File: src/rtl/rom_loader_pkg.sv
// rom_loader_pkg: shared types and constants for the ROM download loader.
//   state_e        - loader FSM states
//   DEF_HDR_BYTES  - default copier header length in bytes
//   MIN_MASK       - smallest address mask handed to the mapper (one 16 KiB bank)
//   IOCTL_AW       - width of the download byte offset
package rom_loader_pkg;

    typedef enum logic [1:0] {
        ST_IDLE  = 2'd0,
        ST_LOAD  = 2'd1,
        ST_FLUSH = 2'd2
    } state_e;

    localparam int unsigned DEF_HDR_BYTES = 512;
    localparam int unsigned MIN_MASK      = 'h3FFF;
    localparam int unsigned IOCTL_AW      = 25;

endpackage

File: src/rtl/rom_loader_pow2_mask.sv
// pow2_mask: purely combinational mapper mask generator.
//   size_i - byte count of the stored image
//   mask_o - (smallest power of two >= size_i) - 1, never below MIN_MASK
module pow2_mask
    import rom_loader_pkg::*;
#(
    parameter int unsigned W = 22
) (
    input  logic [W-1:0] size_i,
    output logic [W-1:0] mask_o
);

    logic [W-1:0] smear;

    // Smearing (size-1) to the right gives 2^k-1 covering the size; OR with the
    // floor works because both operands are of the form 2^n-1.
    always_comb begin
        smear = (size_i == '0) ? '0 : size_i - W'(1);
        for (int s = 1; s < int'(W); s = s * 2) begin
            smear = smear | (smear >> s);
        end
        mask_o = smear | W'(MIN_MASK);
    end

endmodule

File: src/rtl/rom_loader.sv
// rom_loader: packs the ioctl download byte stream into 16-bit SDRAM writes.
//   clk_sys, reset_n           - clock, synchronous active-low reset
//   ioctl_download/index/wr/addr/dout - download byte stream in
//   ioctl_wait                 - back-pressure while a word write is outstanding
//   mem_req/addr/din/be/ack    - single-outstanding SDRAM write port
//   loading, done              - download in progress / image complete pulse
//   rom_size, rom_mask         - stored byte count and mapper mask
//   ovf                        - sticky dropped-byte flag
module rom_loader
    import rom_loader_pkg::*;
#(
    parameter int unsigned ADDR_W    = 22,
    parameter logic [5:0]  ROM_INDEX = 6'd1,
    parameter int unsigned HDR_BYTES = DEF_HDR_BYTES
) (
    input  logic                clk_sys,
    input  logic                reset_n,
    input  logic                ioctl_download,
    input  logic [7:0]          ioctl_index,
    input  logic                ioctl_wr,
    input  logic [24:0]         ioctl_addr,
    input  logic [7:0]          ioctl_dout,
    output logic                ioctl_wait,
    output logic                mem_req,
    output logic [ADDR_W-2:0]   mem_addr,
    output logic [15:0]         mem_din,
    output logic [1:0]          mem_be,
    input  logic                mem_ack,
    output logic                loading,
    output logic                done,
    output logic [ADDR_W-1:0]   rom_size,
    output logic [ADDR_W-1:0]   rom_mask,
    output logic                ovf
);

    localparam int unsigned WA_W = ADDR_W - 1;

    state_e              state_q, state_d;
    logic                dl_q;
    logic                hdr_q, hdr_d;
    logic [7:0]          low_q, low_a, low_d;
    logic                low_vld_q, low_vld_a, low_vld_d;
    logic [WA_W-1:0]     low_waddr_q, low_waddr_a, low_waddr_d;
    logic [ADDR_W-1:0]   cnt_q, cnt_a, cnt_d, cnt_inc;
    logic                ovf_q, ovf_a, ovf_d;
    logic                req_q, req_a, req_d;
    logic [WA_W-1:0]     addr_q, addr_a, addr_d;
    logic [15:0]         din_q, din_a, din_d;
    logic [1:0]          be_q, be_a, be_d;
    logic                done_q, done_d;
    logic [ADDR_W-1:0]   size_q, size_d;
    logic [ADDR_W-1:0]   mask_q, mask_d;

    logic                dl_rise, dl_fall, hdr_skip, finish_c;
    logic [IOCTL_AW-1:0] ea;
    logic [ADDR_W-1:0]   mask_c;
    logic                idx_unused;

    assign idx_unused = ioctl_index[7];
    assign dl_rise    = ioctl_download & ~dl_q;
    assign dl_fall    = ~ioctl_download & dl_q;
    assign hdr_skip   = hdr_q && (ioctl_addr < IOCTL_AW'(HDR_BYTES));
    // Saturate so a completely full ROM space still yields an all-ones mask.
    assign cnt_inc    = (&cnt_q) ? cnt_q : cnt_q + ADDR_W'(1);

    // Mask is computed from the post-byte count so a byte arriving with the
    // download fall is reflected in the finishing cycle.
    pow2_mask #(.W(ADDR_W)) u_mask (
        .size_i (cnt_a),
        .mask_o (mask_c)
    );

    // Byte intake and write acknowledge; produces the post-byte view (_a).
    always_comb begin
        req_a       = req_q;
        addr_a      = addr_q;
        din_a       = din_q;
        be_a        = be_q;
        low_a       = low_q;
        low_vld_a   = low_vld_q;
        low_waddr_a = low_waddr_q;
        cnt_a       = cnt_q;
        ovf_a       = ovf_q;
        ea          = ioctl_addr - (hdr_q ? IOCTL_AW'(HDR_BYTES) : IOCTL_AW'(0));

        if (req_q && mem_ack) begin
            req_a = 1'b0;
        end

        if (state_q == ST_LOAD && ioctl_wr && !hdr_skip) begin
            if (ea[IOCTL_AW-1:ADDR_W] != '0) begin
                ovf_a = 1'b1;
            end else if (!ea[0]) begin
                low_a       = ioctl_dout;
                low_vld_a   = 1'b1;
                low_waddr_a = ea[ADDR_W-1:1];
                cnt_a       = cnt_inc;
            end else if (req_q) begin
                // Odd byte while a write is still pending: protocol error.
                ovf_a = 1'b1;
            end else begin
                req_a     = 1'b1;
                addr_a    = ea[ADDR_W-1:1];
                din_a     = {ioctl_dout, low_q};
                be_a      = 2'b11;
                low_vld_a = 1'b0;
                cnt_a     = cnt_inc;
            end
        end
    end

    // FSM next state, trailing-byte flush and completion.
    always_comb begin
        state_d     = state_q;
        hdr_d       = hdr_q;
        done_d      = 1'b0;
        size_d      = size_q;
        mask_d      = mask_q;
        req_d       = req_a;
        addr_d      = addr_a;
        din_d       = din_a;
        be_d        = be_a;
        low_d       = low_a;
        low_vld_d   = low_vld_a;
        low_waddr_d = low_waddr_a;
        cnt_d       = cnt_a;
        ovf_d       = ovf_a;
        finish_c    = 1'b0;

        unique case (state_q)
            ST_IDLE: begin
                if (dl_rise && ioctl_index[5:0] == ROM_INDEX) begin
                    state_d   = ST_LOAD;
                    hdr_d     = ioctl_index[6];
                    cnt_d     = '0;
                    ovf_d     = 1'b0;
                    low_vld_d = 1'b0;
                    size_d    = '0;
                end
            end
            ST_LOAD: begin
                if (dl_fall) begin
                    if (!req_a && !low_vld_a) begin
                        finish_c = 1'b1;
                    end else begin
                        state_d = ST_FLUSH;
                    end
                end
            end
            ST_FLUSH: begin
                // A trailing even byte is written only once the bus is idle.
                if (!req_a) begin
                    if (!low_vld_a) begin
                        finish_c = 1'b1;
                    end else if (!req_q) begin
                        req_d     = 1'b1;
                        addr_d    = low_waddr_a;
                        din_d     = {8'h00, low_a};
                        be_d      = 2'b01;
                        low_vld_d = 1'b0;
                    end
                end
            end
            default: state_d = ST_IDLE;
        endcase

        if (finish_c) begin
            state_d = ST_IDLE;
            done_d  = 1'b1;
            size_d  = cnt_a;
            mask_d  = mask_c;
        end
    end

    // State register; dl_q follows the download line even in reset so a
    // download that stays high across reset is not mistaken for a new one.
    always_ff @(posedge clk_sys) begin
        if (!reset_n) begin
            state_q     <= ST_IDLE;
            dl_q        <= ioctl_download;
            hdr_q       <= 1'b0;
            low_q       <= '0;
            low_vld_q   <= 1'b0;
            low_waddr_q <= '0;
            cnt_q       <= '0;
            ovf_q       <= 1'b0;
            req_q       <= 1'b0;
            addr_q      <= '0;
            din_q       <= '0;
            be_q        <= 2'b00;
            done_q      <= 1'b0;
            size_q      <= '0;
            mask_q      <= ADDR_W'(MIN_MASK);
        end else begin
            state_q     <= state_d;
            dl_q        <= ioctl_download;
            hdr_q       <= hdr_d;
            low_q       <= low_d;
            low_vld_q   <= low_vld_d;
            low_waddr_q <= low_waddr_d;
            cnt_q       <= cnt_d;
            ovf_q       <= ovf_d;
            req_q       <= req_d;
            addr_q      <= addr_d;
            din_q       <= din_d;
            be_q        <= be_d;
            done_q      <= done_d;
            size_q      <= size_d;
            mask_q      <= mask_d;
        end
    end

    assign ioctl_wait = req_q;
    assign mem_req    = req_q;
    assign mem_addr   = addr_q;
    assign mem_din    = din_q;
    assign mem_be     = be_q;
    assign loading    = (state_q != ST_IDLE);
    assign done       = done_q;
    assign rom_size   = size_q;
    assign rom_mask   = mask_q;
    assign ovf        = ovf_q;

endmodule
File: config.mk
export PLATFORM = sky130hd
export DESIGN_NAME = rom_loader
export DESIGN_NICKNAME = d
export VERILOG_FILES = /design/src/rtl/rom_loader_pkg.sv /design/src/rtl/rom_loader_pow2_mask.sv /design/src/rtl/rom_loader.sv
export SDC_FILE = /design/constraint.sdc
export NUM_CORES = 1
export LEC_CHECK = 0
export CAP_MARGIN = 25
export CORE_MARGIN = 10
export CORE_UTILIZATION = 30
export DETAILED_ROUTE_END_ITERATION = 12
export SYNTH_ARGS = -nofsm -noshare
export SYNTH_HDL_FRONTEND = slang
export SYNTH_SLANG_ARGS = --single-unit
File: constraint.sdc
create_clock -name clk_sys -period 5.4 [get_ports clk_sys]
set_input_delay 1.62 -clock clk_sys [delete_from_list [all_inputs] [get_ports clk_sys]]
set_output_delay 1.62 -clock clk_sys [all_outputs]
set_load 0.05 [all_outputs]
==> flow_summary.json <==
{
  "cts_tree": "done",
  "start_kind": "input pin",
  "timing.rr.end": "rom_mask[16]",
  "utilization_pct": 41.18,
  "drive_gt1_share_pct": 9.007,
  "p_leak_nw": 2.993,
  "first_pass_iters": 4,
  "synth_top_area_share_pct": 42.41,
  "hold_viol": 0,
  "grt_max_degree": 53,
  "synthCells": 735,
  "vias_per_cell": 4.729,
  "htreeDepth": 4,
  "worstPathCellList": "clkdlybuf4s50_1, or4_4, nor4_4, xnor2_1, and4_4, nand4_1, xor2_1, or4_4, a21oi_2, a22oi_1",
  "path_class": "input pin to flop",
  "cp-startpoint": "ioctl_addr[17]",
  "avgSynthCellArea_um2": 8.220,
  "nNetsFinal": 907,
  "area_growth_pct": 33.94,
  "first_global_vias": 5262,
  "period_minus_slack_ps": 4763,
  "power_density_nw_per_um2": 280.8,
  "yosys_warnings": 0,
  "reg2reg_from": "cnt_q[0]",
  "path_max_fanout": 17,
  "slew_viol_final": 0,
  "dr_total_vias": 5348,
  "cts_setup_buffers": 0,
  "hold_path_end": "rom_size[0]",
  "post_cts_resized": 0,
  "skew_ps": 8.419,
  "max_freq_mhz": 210.0,
  "grt_remaining_overflow": 0,
  "io_pins": 134,
  "io_buffers": 118,
  "yosys_register_bits": 128,
  "syn_area_um2": 6042,
  "cts-root-buf": "clkbuf_16",
  "vdd_drop_max_uv": 221.4,
  "worstRegToRegCells": 10,
  "cp.arrival_ps": 5050,
  "critPathRequiredTime_ps": 5680,
  "place_inst": 1099,
  "drv_cap": 0,
  "drc_errors": 0,
  "setup_viol": 0,
  "grt_setup_unrepaired": "false",
  "min_path_type": "flop to flop",
  "postSynth.asyncResetShare_pct": 0,
  "synthFlopType": "dfxtp_1",
  "fp.dieH_um": 161.9,
  "drtAntennaViolNets": 0,
  "ys_seq_area_share_pct": 42.41,
  "synthTopCellsByArea": "dfxtp_1 42%, nand2_1 9.8%, o21ai_0 4.0%, nor2_1 2.8%, a21oi_1 2.7%",
  "first_iter_violations": 332,
  "crit_path_max_incr_delay_ps": 630,
  "clk_pin_slew_ps": 60,
  "synth_edf_count": 0,
  "dp_hpwl_mm": 12.41,
  "crit_top_cell": "or4_4",
  "worst_slew_pin_slew_ps": 787.5,
  "avgRoutedWirePerCell_um": 15.05,
  "grt_use_total_pct": 13.06,
  "die_w_um": 161.9,
  "coreArea_um2": 19650,
  "synth.distinct_cells": 67,
  "whs_path_depth": 2,
  "clock_path_buffers": 2,
  "critPathCaptureType": "flop",
  "cts_buffers": 17,
  "grt_pass1_wl_mm": 27.98,
  "antenna_found_initial": 0,
  "finalSetupTns_ps": 0,
  "n_antenna_cell": 0,
  "slew_headroom_pct": 47.37,
  "rrSetupSlack_ps": 1990,
  "fp-row-count": 51,
  "dieArea_um2": 26220,
  "synth.largest_area_cell": "dfxtp_1",
  "start_util_pct": 30.74,
  "finalWeightedCongestion": 0.8367,
  "cpMaxStageDelayCell": "or4_4",
  "hold_start": "rom_size[0]",
  "min_period_over_period_pct": 88.20,
  "holdBufCountCts": 0,
  "clock_sinks": 128,
  "fin_cells": 1131,
  "status": "finished, final reports clean",
  "clkLatencyLatePin_ps": 420,
  "routed_wl_mm": 17.02
}
-- critical path, delay by kind of cell --
kind,cells,cell delay [ps]
and+or+nand+nor,5,2180
AOI/OAI and AO/OA,2,210
xor gates and xnor gates,2,560
buffers and inverters,1,470
-- power by group --
group | internal (mW) | total, mW | leakage (nW) | switching [mW]
sequential | 0.950 | 0.953 | 1.03 | 0.00294
clock | 0.699 | 1.16 | 0.288 | 0.458
combinational | 0.0635 | 0.162 | 1.67 | 0.0988
total | 1.71 | 2.27 | 2.99 | 0.560
-- cell usage in the layout, fill, tap and decap left out, types with 14 or more instances in the layout --
cell type,synthesis,final
nand4_1,20,20
a21boi_0,18,18
a21oi_1,33,33
nand2_1,158,158
clkbuf_16,0,17
a31oi_1,18,18
dfxtp_1,128,128
buf_4,17,22
clkdlybuf4s50_1,0,117
inv_1,23,23
o211ai_1,14,14
o21ai_0,48,48
conb_1,1,14
nor2_1,45,45
xor2_1,17,17
-- synth_stat cells (13+ instances only) --
cell      instances
nand2_1         158
dfxtp_1         128
o21ai_0          48
nor2_1           45
a21oi_1          33
clkbuf_1         33
inv_1            23
nand4_1          20
a21boi_0         18
a31oi_1          18
buf_4            17
xor2_1           17
o211ai_1         14
nand3_1          13
xnor2_1          13
-- per-layer routing --
metal  up-vias  track usage [%]  wire length [um]
li1       2770                -                 -
met1      2454            16.16              7803
met2       110            21.58              8236
met3        14            3.792               863
met4         0            3.639               116
met5         -                0                 0
-- layout make-up --
| class | instances | area [um^2] |
|---|---|---|
| tap | 265 | 331.6 |
| fill | 2053 | 11560 |
| multi-input combinational | 543 | 3177 |
| clock buffer | 18 | 439.2 |
| sequential | 128 | 2562 |
| inverter | 23 | 86.33 |
| timing repair buffer | 140 | 1341 |
| clock inverter | 14 | 155.1 |
-- registers in the layout, summed over array words and instances (netlist names) --
name	flops
cnt_q	22
mem_addr	21
low_q	8
rom_size	22
ovf	1
hdr_q	1
dl_q	1
ioctl_wait	1
state_q	2
done	1
mem_din	16
rom_mask	8
low_vld_q	1
mem_be	2
low_waddr_q	21
-- kinds of logic (layout without fill, tap and decap cells) --
group / Yosys count / after routing / synth area share [%]
xor+xnor: 32 / 32 / 4.887
flops: 128 / 128 / 42.41
buf+inv: 77 / 195 / 5.985
fa+ha+maj: 8 / 8 / 1.657
compound gates: 170 / 170 / 18.14
other cells: 1 / 14 / 0.06207
mux: 12 / 12 / 2.009
simple gates: 307 / 307 / 24.85
-- how the worst max path moves through the flow --
stage                        end  slack [ps]  cells after the start
floorplan           rom_mask[16]         950                      9
global placement    rom_mask[16]         230                     10
detailed placement  rom_mask[16]         180                     10
CTS                 rom_mask[16]         620                     10
global route        rom_mask[16]         300                     10
finish              rom_mask[16]         640                     10
-- metrics by stage --
stage	setup slack [ps]	hold WS, ps	total power [mW]	area, um^2
2_1_floorplan	954.7	450.0	1.077	6091
6_report	637.2	449.9	2.272	8093
4_1_cts	622.1	454.0	2.295	8093
3_5_place_dp	180.9	442.1	1.136	7498
5_1_grt	304.4	472.0	2.357	8093
3_3_place_gp	229.6	437.5	1.136	7498
No activity file was read; power rests on OpenSTA's default activity.
